[src/rtl/cpu_pkg.sv]
// Shared fetch-controller definitions: state encoding, halt opcode, opcode field.
package cpu_pkg;

    typedef enum logic [1:0] {
        IDLE  = 2'd0,
        RUN   = 2'd1,
        STALL = 2'd2,
        HALT  = 2'd3
    } fetch_state_e;

    localparam logic [4:0] HALT_OPC_DEF = 5'h1F;
    localparam int         OPC_HI       = 16;
    localparam int         OPC_LO       = 12;

endpackage

[src/rtl/pc_reg.sv]
// Program counter with redirect/increment next-pc mux; wraps modulo 2^AW.
module pc_reg
    import cpu_pkg::*;
#(
    parameter int             AW       = 8,
    parameter logic [AW-1:0]  RESET_PC = '0
) (
    input  logic          clk_i,
    input  logic          rst_i,
    input  logic          redirect_i,
    input  logic [AW-1:0] redirect_pc_i,
    input  logic          advance_i,
    output logic [AW-1:0] pc_o
);

    logic [AW-1:0] pc_q;
    logic [AW-1:0] pc_d;

    always_comb begin
        pc_d = pc_q;
        if (redirect_i) begin
            pc_d = redirect_pc_i;
        end else if (advance_i) begin
            pc_d = pc_q + AW'(1);
        end
    end

    always_ff @(posedge clk_i) begin
        if (rst_i) begin
            pc_q <= RESET_PC;
        end else begin
            pc_q <= pc_d;
        end
    end

    assign pc_o = pc_q;

endmodule

[src/rtl/instr_fetch_ctrl.sv]
// Instruction fetch controller: single-entry IR slot, stall, redirect, halt.
// Optional fetch counter port enabled by IFETCH_PERF_CNT_EN.
module instr_fetch_ctrl
    import cpu_pkg::*;
#(
    parameter int            AW       = 8,
    parameter int            IW       = 17,
    parameter logic [AW-1:0] RESET_PC = 8'h00,
    parameter logic [4:0]    HALT_OPC = HALT_OPC_DEF
) (
    input  logic          clk,
    input  logic          rst,
    input  logic          start,
    output logic [AW-1:0] imem_addr,
    input  logic [IW-1:0] imem_instr,
    input  logic          redirect,
    input  logic [AW-1:0] redirect_pc,
    output logic [IW-1:0] ir,
    output logic [AW-1:0] ir_pc,
    output logic          ir_valid,
    input  logic          ir_ready,
    output logic          halted
`ifdef IFETCH_PERF_CNT_EN
    ,
    output logic [15:0]   fetch_count
`endif
);

    fetch_state_e  state_q, state_d;
    logic [IW-1:0] ir_q, ir_d;
    logic [AW-1:0] ir_pc_q, ir_pc_d;
    logic          ir_valid_q, ir_valid_d;

    logic [AW-1:0] pc;
    logic          active;
    logic          slot_free;
    logic          do_redirect;
    logic          do_fetch;
    logic          opc_halt;

    assign active      = (state_q == RUN) || (state_q == STALL);
    assign slot_free   = !ir_valid_q || ir_ready;
    assign do_redirect = active && redirect;
    assign do_fetch    = active && !redirect && slot_free;
    assign opc_halt    = imem_instr[OPC_HI:OPC_LO] == HALT_OPC;

    pc_reg #(
        .AW       (AW),
        .RESET_PC (RESET_PC)
    ) u_pc_reg (
        .clk_i         (clk),
        .rst_i         (rst),
        .redirect_i    (do_redirect),
        .redirect_pc_i (redirect_pc),
        .advance_i     (do_fetch),
        .pc_o          (pc)
    );

    always_comb begin
        state_d    = state_q;
        ir_d       = ir_q;
        ir_pc_d    = ir_pc_q;
        ir_valid_d = ir_valid_q;
        unique case (state_q)
            IDLE: begin
                if (start) state_d = RUN;
            end
            RUN, STALL: begin
                if (do_redirect) begin
                    ir_valid_d = 1'b0;
                    state_d    = RUN;
                end else if (do_fetch) begin
                    ir_d       = imem_instr;
                    ir_pc_d    = pc;
                    ir_valid_d = 1'b1;
                    state_d    = opc_halt ? HALT : RUN;
                end else begin
                    state_d = STALL;
                end
            end
            HALT: begin
                // The halt instruction itself still drains to decode.
                if (ir_ready) ir_valid_d = 1'b0;
                if (start) state_d = RUN;
            end
            default: state_d = IDLE;
        endcase
    end

    always_ff @(posedge clk) begin
        if (rst) begin
            state_q    <= IDLE;
            ir_q       <= '0;
            ir_pc_q    <= '0;
            ir_valid_q <= 1'b0;
        end else begin
            state_q    <= state_d;
            ir_q       <= ir_d;
            ir_pc_q    <= ir_pc_d;
            ir_valid_q <= ir_valid_d;
        end
    end

`ifdef IFETCH_PERF_CNT_EN
    logic [15:0] fetch_cnt_q;

    always_ff @(posedge clk) begin
        if (rst) begin
            fetch_cnt_q <= '0;
        end else if (do_fetch) begin
            fetch_cnt_q <= fetch_cnt_q + 16'd1;
        end
    end

    assign fetch_count = fetch_cnt_q;
`endif

    assign imem_addr = pc;
    assign ir        = ir_q;
    assign ir_pc     = ir_pc_q;
    assign ir_valid  = ir_valid_q;
    assign halted    = state_q == HALT;

endmodule

[config.mk]
export PLATFORM = sky130hd
export DESIGN_NAME = instr_fetch_ctrl
export DESIGN_NICKNAME = d
export VERILOG_FILES = /design/src/rtl/cpu_pkg.sv /design/src/rtl/pc_reg.sv /design/src/rtl/instr_fetch_ctrl.sv
export SDC_FILE = /design/constraint.sdc
export NUM_CORES = 1
export LEC_CHECK = 0
export CAP_MARGIN = 20
export CELL_PAD_IN_SITES_DETAIL_PLACEMENT = 0
export CELL_PAD_IN_SITES_GLOBAL_PLACEMENT = 1
export CORE_MARGIN = 5
export CORE_UTILIZATION = 33
export DETAILED_ROUTE_END_ITERATION = 12
export PLACE_DENSITY_LB_ADDON = 0.1
export SETUP_SLACK_MARGIN = 0.5
export SYNTH_ARGS = -nofsm -noshare
export SYNTH_HDL_FRONTEND = slang
export SYNTH_HIERARCHICAL = 1
export SYNTH_SLANG_ARGS = --single-unit
[constraint.sdc]
create_clock -name clk -period 6.95 [get_ports clk]
set_clock_uncertainty 0.1 [all_clocks]
set_input_delay 0.695 -clock clk [delete_from_list [all_inputs] [get_ports clk]]
set_output_delay 0.695 -clock clk [all_outputs]
set_load 0.005 [all_outputs]
Word level (Yosys, flattened, before mapping)
Index checks and enable logic that the tools add are counted.
{ "word_totals": {"regBits": 36, "out_inout_bits": 35, "word_cells": 39, "in_bits": 30} }
{ "op_classes": {"bitwise": 1, "n_reduce_logical": 14, "addsub": 1, "mux": 11, "n_eq_ne": 7} }
{ "ops": {"columns": ["operator", "n"], "rows": [
  ["$mux W8", 2],
  ["$add A8 B1 Y8 const B", 1],
  ["$mux W2", 4],
  ["$reduce_and A3 Y1", 2],
  ["$eq A5 B5 Y1 const B", 1],
  ["$eq A2 B2 Y1 const B", 2],
  ["$pmux W2 S2", 1],
  ["$reduce_bool A2 Y1", 2],
  ["$reduce_or A2 Y1", 2],
  ["$logic_and A1 B1 Y1", 3],
  ["$mux W1", 3],
  ["$ne A3 B3 Y1 const B", 1],
  ["$eq A2 B1 Y1 const B", 1],
  ["$logic_not A1 Y1", 2],
  ["$logic_not A2 Y1", 1],
  ["$logic_or A1 B1 Y1", 2],
  ["$ne A2 B1 Y1 const B", 1],
  ["$ne A2 B2 Y1 const B", 1],
  ["$pmux W1 S2", 1],
  ["$not A1 Y1", 1]
]} }

Depth between registers and ports, before layout
Gate-level depths: netlist of the first run.
{ "logic_depth": {"ltp_word": 7, "depth_mapped": 8, "mapped_depth_nobuf": 6} }

Modules after synthesis
The synthesis of the first run kept the hierarchy.
{ "by_module_without_submodules": {"columns": ["mod", "cells_each", "n_inst", "area_each_um2", "seq_area_each_um2"], "rows": [
  ["instr_fetch_ctrl", 134, 1, 1148.6, 560.5],
  ["pc_reg", 53, 1, 464.2, 160.2]
]} }

Worst setup path after synthesis of the first run
No wires, ideal clock.
{ "synth_timing": {"path_kind": "input to register", "from": "input redirect", "to": "register u_pc_reg.pc_q[7] (netlist: u_pc_reg/pc_o[7])", "t_arrival_ps": 2216, "slack_ps": 4555, "setup_time_ps": 79, "n_path_buf": 2, "cell_stages": 7, "path_cell_list": "nand2b_2 > clkbuf_1 > nor2_1 > buf_6 > or3b_1 > or4_1 > o211ai_1"} }
{ "synth_between": {"elab_chain_cells": 4, "elab_cells_between_ends": 6, "cone_classes": "mux (1); reduce/logical (5)"} }
{ "synth_lines": {"columns": ["item", "line", "source"], "rows": [
  ["from (decl)", "instr_fetch_ctrl.sv:16", "input logic redirect,"],
  ["$logic_not A1 Y1", "instr_fetch_ctrl.sv:44", "assign do_fetch = active && !redirect && slot_free;"],
  ["$logic_and A1 B1 Y1 (2 in a row)", "instr_fetch_ctrl.sv:44", null],
  ["via do_fetch", "instr_fetch_ctrl.sv:38", "logic do_fetch;"],
  ["$reduce_bool A2 Y1 (no line)", null, null],
  ["to (signal assigned)", "pc_reg.sv:32", "pc_q <= pc_d;"],
  ["to (decl)", "pc_reg.sv:16", "logic [AW-1:0] pc_q;"]
]} }
The timed path passes the listed nets, and every way through them passes these cells.
A chain may end at the register's enable or synchronous reset.

Worst setup path in the final report of the first run
{ "layout_timing": {"from": "input redirect", "to": "register u_pc_reg.pc_q[5] (netlist: u_pc_reg/pc_o[5])"} }
Same word-level chain as after synthesis.

==> metrics.md, run 1 <==
| Metric | Value |
|---|---|
| Fin crit share | `0.431` |
| Initial antenna violation count | `0` |
| Final Max Slew Viols | `0` |
| Starting Density | `0.341` |
| Core Area | `4720 um2` |
| Commonest non-fill, non-tap cell in the layout | `clkdlybuf4s50_1` |
| Setup violations, final | `0` |
| Sequential area share after synthesis | `0.447` |
| Cell Count Post-Placement | `302` |
| Layout Nets | `274` |
| P_leak | `approximately 0.00078 uW` |
| Cts hold-fix bufs | `0` |
| Time the worst path needs with I/O delays and setup | `3.00 ns` |
| CP top delay family | `simple AND/OR/NAND/NOR gates` |
| Hold Crit Class | `reg2reg` |
| Die area | `between 6000 and 7000 um2` |
| Port bufs | `64` |
| CP Max Fanout | `27` |
| CTS resizes | `0` |
| Gp weighted congestion | `about 0.80` |
| Io pins | `65` |
| Worst Path Buf+Inv | `1` |
| Post-synth top flop | `dfxtp_1` |
| Number of global-route vias before repair | `1525` |
| Pin count of the biggest net entering global routing | `39` |
| Synth async-reset ratio | `0` |
| Critical path class | `in2reg` |
| Peak VDD IR | `81.7 uV` |
| Critical path's slowest cell | `nor2_1` |
| Power Density | `208 nW/um2` |
| DR vias | `1545` |
| Max clock buf depth | `2` |
| Status | `finished clean` |
| Clk_lat worst skew | `0.28 ns` |
| Setup crit end kind | `register` |
| Die span in x | `79.9 um` |
| Net Count, Synth | `219` |
| Detail Placement HPWL | `3.09 mm` |
| Finished Core Util | `0.495` |
| Number of remaining DRC errors | `0` |
| Number of DRC markers in iteration 0 | `139` |
| Number of synthesized register bits | `36` |
| Main area contributors after synthesis | `dfxtp_1, a21oi_1, nand3_1` |
| Die Y | `79.9 um` |
| Number of flops mapped to enable cells by yosys | `0` |
| Max Cap Violations | `0` |
| Final global-route overflow total | `0` |
| Clock Sinks | `36` |
| Crit start category | `input port` |
| Layout area overhead | `45.1%` |
| First drt pass iteration count | `4` |
| Met1 usage in global routing | `0.188` |
| Cells along the critical path | `clkdlybuf4s50_1 -> nand2b_2 -> nor2_1 -> or3b_1 -> or4_1 -> o211ai_1` |
| Vias/cell | `about 5.0` |
| Post-CTS Setup Repair Bufs | `0` |
| Final wirelength | `4.61 mm` |
| Critical path data arrival time | `roughly 3.1 ns` |
| Cell variety after synth | `35` |
| CTS clock-pin slew for the worst setup and hold paths | `0.07 ns` |
| Unrepaired setup endpoints after global routing | `no` |
| Most frequent cells in the layout | `clkdlybuf4s50_1, dfxtp_1, a21oi_1` |
| Max transition margin | `0.338` |
| Met2 GRT Util | `0.234` |
| CTS buffer count | `5` |
| Setup slack after layout | `3.95 ns` |
| Setup TNS | `0 ns` |
| Syn Std Cell Area | `roughly 1600 um2` |
| First-pass GRT wire length | `7.44 mm` |
| Row cnt | `25` |
| Synth area leader | `dfxtp_1` |
| Worst path max stage delay | `0.58 ns` |
| Number of H-tree levels | `2` |
| Share of the synthesized area in the top cell type | `0.447` |
| Post-route ant nets | `0` |
| GR peak layer | `met2` |
| CP required | `~7.1 ns` |
| Pre-CTS setup slack | `3.63 ns` |
| CTS tree | `yes` |
| Post-Syn Area per Cell | `8.62 um2` |
| Fmax | `roughly 330 MHz` |
| Hold Fails Final Rpt | `0` |
| Wire per inst | `14.9 um` |
| Ant. Diodes | `0` |
| Layout cells sized above 1 | `0.0494` |
| Root Driver | `clkbuf_8` |
| GRT Total Usage | `0.149` |
| Worst slew pin tran | `between 0.9 and 1 ns` |
| Post-route insts no fill | `310` |
| M3 GR Usage | `0.0553` |
| Cells after Synth | `187` |
| Yosys warns | `6` |
-- registers in the layout (all words and copies together), names as in the netlist --
register and count:
state_q 2, ir_valid 1, u_pc_reg/pc_o 8, ir 17, ir_pc 8
-- synth_stat cells, types with 2 or more instances --
| cell | number |
|---|---|
| clkbuf_1 | 6 |
| nor2_1 | 8 |
| nor3_1 | 2 |
| inv_1 | 2 |
| buf_2 | 5 |
| a211oi_1 | 3 |
| buf_4 | 2 |
| buf_6 | 2 |
| nand3_1 | 28 |
| or4_1 | 2 |
| o211ai_1 | 4 |
| nor3b_1 | 3 |
| mux2i_1 | 3 |
| ha_1 | 2 |
| a21oi_1 | 29 |
| dfxtp_1 | 36 |
| buf_8 | 2 |
| xor2_1 | 4 |
| o21ai_0 | 24 |
| nand2_1 | 2 |
| nand4_1 | 4 |
-- tightest hold or removal path, stage by stage (launching register included) --
cell,delay [ns]
dfxtp_1,0.31
o21ai_0,0.06
a21oi_1,0.06
-- layer usage --
layer	share of wire	wire length, um
met5	0	0
met4	0.0061	28
met3	0.066	302
met2	0.50	2320
met1	0.42	1950
-- report_power, final --
group / switching (uW) / internal [uW]
logic: 33.1 / 44.0
clock network: 74.9 / 106
registers: 10.1 / 217
total: 118 / 367
-- final cells by class --
cell class	count	area [um2]
Sequential cell	36	721
Clock inverter	2	35.0
Inverter	2	7.51
Timing Repair Buffer	65	648
Fill cell	449	2380
Clock buffer	6	72.6
Tap cell	67	83.8
Multi-Input combinational cell	132	772
-- metrics by stage --
stage	cell area (um2)	hold WS, ns	total power (uW)
final	2340	0.375	486
after global routing	2340	0.394	509
after CTS	2340	0.379	491
after detailed placement	2230	0.369	310
after global placement	2230	0.360	308
after floorplan	1610	0.370	268
-- path summary, 6_finish.rpt --
path | start | end | slack, ns | depth (start not counted)
setup / recovery | redirect | u_pc_reg/pc_o[5] | 3.95 | 6
setup reg to reg | state_q[0] | u_pc_reg/pc_o[5] | 4.16 | 6
hold / removal | ir[4] | ir[4] | 0.38 | 2
hold reg to reg | ir[4] | ir[4] | 0.38 | 2
-- cell families after synthesis --
| group | synth area share |
|---|---|
| AND/OR/NAND/NOR | 0.186 |
| adder cells (fa/ha/maj) | 0.0155 |
| buffers and inverters | 0.0760 |
| flip-flops | 0.447 |
| multiplexers | 0.0256 |
| AO/OA/AOI/OAI | 0.228 |
| XOR/XNOR | 0.0217 |
Power figures use the tool's default switching activity.
==> inputs of run 2 (changes only) <==
--- a/config.mk
+++ b/config.mk
@@ -9,7 +9,7 @@
 export CELL_PAD_IN_SITES_DETAIL_PLACEMENT = 0
 export CELL_PAD_IN_SITES_GLOBAL_PLACEMENT = 1
 export CORE_MARGIN = 5
-export CORE_UTILIZATION = 33
+export CORE_UTILIZATION = 27
 export DETAILED_ROUTE_END_ITERATION = 12
 export PLACE_DENSITY_LB_ADDON = 0.1
 export SETUP_SLACK_MARGIN = 0.5
==> constraint.sdc (replaced) <==
create_clock -name clk -period 2.6 [get_ports clk]
set_clock_uncertainty 0.1 [all_clocks]
set_input_delay 0.26 -clock clk [delete_from_list [all_inputs] [get_ports clk]]
set_output_delay 0.26 -clock clk [all_outputs]
set_load 0.005 [all_outputs]
==> run 2 against run 1 <==
Against the previous run: largest power group unchanged; critical path depth is the same; core utilization fell by 8.1 points; worst hold slack got worse by 0.0022 ns; final cell count up 5.5%; critical endpoint unchanged; routed wire length up 5.6%; sequential share of layout area down 1.1 points; combinational power increased to 2.9 times the previous value; power grew to 2.6 times the previous value; die area grew 19%; flip-flop and latch count did not move.
==> metrics.md, run 2 (synthesis gave the netlist of run 1 again) <==
| Metric | Value |
|---|---|
| Cts hold-fix bufs | `0 (unchanged)` |
| RR Startpoint | `state_q[0]` |
| P_leak | `0.000818 uW (+4.9%)` |
| First drt pass iteration count | `4 (unchanged)` |
| Clk_lat worst skew | `0.28 ns (about the same)` |
| Layout area overhead | `50.3%` |
| Wire per inst | `14.9 um (+0.13%)` |
| Worst slew pin tran | `0.471 ns (-0.522 ns)` |
| Met2 GRT Util | `0.216 (-0.0178)` |
| CTS clock-pin slew for the worst setup and hold paths | `0.07 ns (about the same)` |
| Post-CTS Setup Repair Bufs | `0 (unchanged)` |
| Hold Crit Class | `reg2reg` |
| Port bufs | `64 (unchanged)` |
| Status | `finished clean` |
| Number of global-route vias before repair | `1595 (+4.6%)` |
| Number of flip-flops in the largest register | `17 (unchanged)` |
| Switching pwr | `311 uW (+160%)` |
| Ant. Diodes | `0 (unchanged)` |
| Clock power frac | `0.329 (-0.044)` |
| GRT Total Usage | `0.132 (-0.0171)` |
| Most frequent cells in the layout | `clkdlybuf4s50_1, dfxtp_1, a21oi_1` |
| Max transition margin | `0.686 (+0.348)` |
| Root Driver | `clkbuf_8` |
| Number of DRC markers in iteration 0 | `30 (-78%)` |
| GR peak layer | `met2` |
| Commonest non-fill, non-tap cell in the layout | `clkdlybuf4s50_1` |
| Layout cells sized above 1 | `0.0873 (+0.0379)` |
| Setup slack after layout | `0.626 ns (-3.33 ns)` |
| Pin count of the biggest net entering global routing | `38 (-2.6%)` |
| CTS tree | `yes` |
| Unrepaired setup endpoints after global routing | `no` |
| M3 GR Usage | `0.0445 (-0.0108)` |
| Setup violations, final | `0 (unchanged)` |
| DR vias | `1568 (+1.5%)` |
| CP required | `2.71 ns (-4.35 ns)` |
| Setup TNS | `0 ns (unchanged)` |
| Vias/cell | `4.80 (-3.8%)` |
| CTS resizes | `0 (unchanged)` |
| Gp weighted congestion | `0.720 (-9.5%)` |
| Final wirelength | `4.87 mm (+5.6%)` |
| Io pins | `65 (unchanged)` |
| Final Max Slew Viols | `0 (unchanged)` |
| CTS buffer count | `5 (unchanged)` |
| Post-route ant nets | `0 (unchanged)` |
| Fin crit share | `0.759` |
| Setup crit end kind | `register` |
| First-pass GRT wire length | `7.82 mm (+5.2%)` |
| Final global-route overflow total | `0 (unchanged)` |
| Number of H-tree levels | `2 (unchanged)` |
| Starting Density | `0.276 (-0.0658)` |
| Hold Fails Final Rpt | `0 (unchanged)` |
| Critical path data arrival time | `2.08 ns (-1.02 ns)` |
| Clock Sinks | `36 (unchanged)` |
| Peak VDD IR | `168 uV (+110%)` |
| Die span in x | `87.3 um (+9.2%)` |
| Layout Nets | `283 (+3.3%)` |
| Hold_sp | `ir[3]` |
| Filler Cell Count | `614 (+37%)` |
| Detail Placement HPWL | `3.32 mm (+7.3%)` |
| CP Launch Point | `state_q[0]` |
| Critical path class | `reg2reg` |
| Max Cap Violations | `0 (unchanged)` |
| Hold Worst Slack | `0.373 ns (-0.00217 ns)` |
| Die Y | `87.3 um (+9.2%)` |
| Sequential Power Share | `0.490 (+0.022)` |
| Row cnt | `28 (+12%)` |
| Time the worst path needs with I/O delays and setup | `1.97 ns` |
| Initial antenna violation count | `0 (unchanged)` |
| Sw Ratio | `0.251 (+0.00801)` |
| Fmax | `about 510 MHz` |
| Comb pwr share | `0.181 (+0.022)` |
| Met1 usage in global routing | `0.164 (-0.0236)` |
| Pre-CTS setup slack | `0.388 ns (-3.24 ns)` |
| Power Density | `511 nW/um2 (+150%)` |
| Die area | `7620 um2 (+19%)` |
| Max clock buf depth | `2 (unchanged)` |
| Crit start category | `register` |
| Total internal power | `927 uW (+150%)` |
| Core Area | `5850 um2 (+24%)` |
| CP Max Fanout | `6 (-78%)` |
| Number of remaining DRC errors | `0 (unchanged)` |
-- run 2: cell count changes in the layout (fill, tap and decap cells not counted), sizes merged --
cell,delta
bufinv,-1
clkinv,-1
clkbuf,+2
buf,+9
-- run 2: through the flow --
step                cell area [um2]   util  power [uW]  instances
finish                         2420  0.414        1240        327
global route                   2420  0.414        1320        327
CTS                            2410  0.412        1260        325
detailed placement             2320  0.396         844        317
global placement               2320  0.396         845        317
floorplan                      1650      -         723        187
-- run 2: cell type report --
| cell class | count | area (um2) | area share |
|---|---|---|---|
| multi-input cells | 132 | 797 | 0.329 |
| flip-flops and latches | 36 | 721 | 0.297 |
| repair buffers | 74 | 716 | 0.295 |
| well taps | 75 | 93.8 | 0.0387 |
| clock buffers | 8 | 90.1 | 0.0372 |
| inverters | 2 | 7.51 | 0.00310 |
-- run 2: worst max-delay path, stage by stage, from the launching register on --
cell	delay, ns
dfxtp_1	0.33
ha_4	0.31
nand2b_4	0.07
nor2_4	0.14
or3b_1	0.37
or4_1	0.48
o211ai_1	0.10
-- run 2: final timing paths --
path | depth (start not counted) | slack (ns) | endpoint
min reg2reg | 2 | 0.37 | ir[3]
max reg2reg | 6 | 0.63 | u_pc_reg/pc_o[5]
max | 6 | 0.63 | u_pc_reg/pc_o[5]
min | 2 | 0.37 | ir[3]
-- run 2: per-layer routing --
layer	wire, um	part of all wire
met5	0	0
met4	27	0.0055
met2	2310	0.47
met3	331	0.068
met1	2200	0.45
-- run 2: power groups by stage --
| stage | Sequential [uW] | Clock [uW] | Combinational (uW) |
|---|---|---|---|
| 2_1_floorplan | 617 | 0 | 106 |
| 3_3_place_gp | 621 | 0 | 224 |
| 3_5_place_dp | 621 | 0 | 223 |
| 4_1_cts | 608 | 430 | 225 |
| 5_1_grt | 613 | 458 | 246 |
| 6_report | 607 | 407 | 224 |
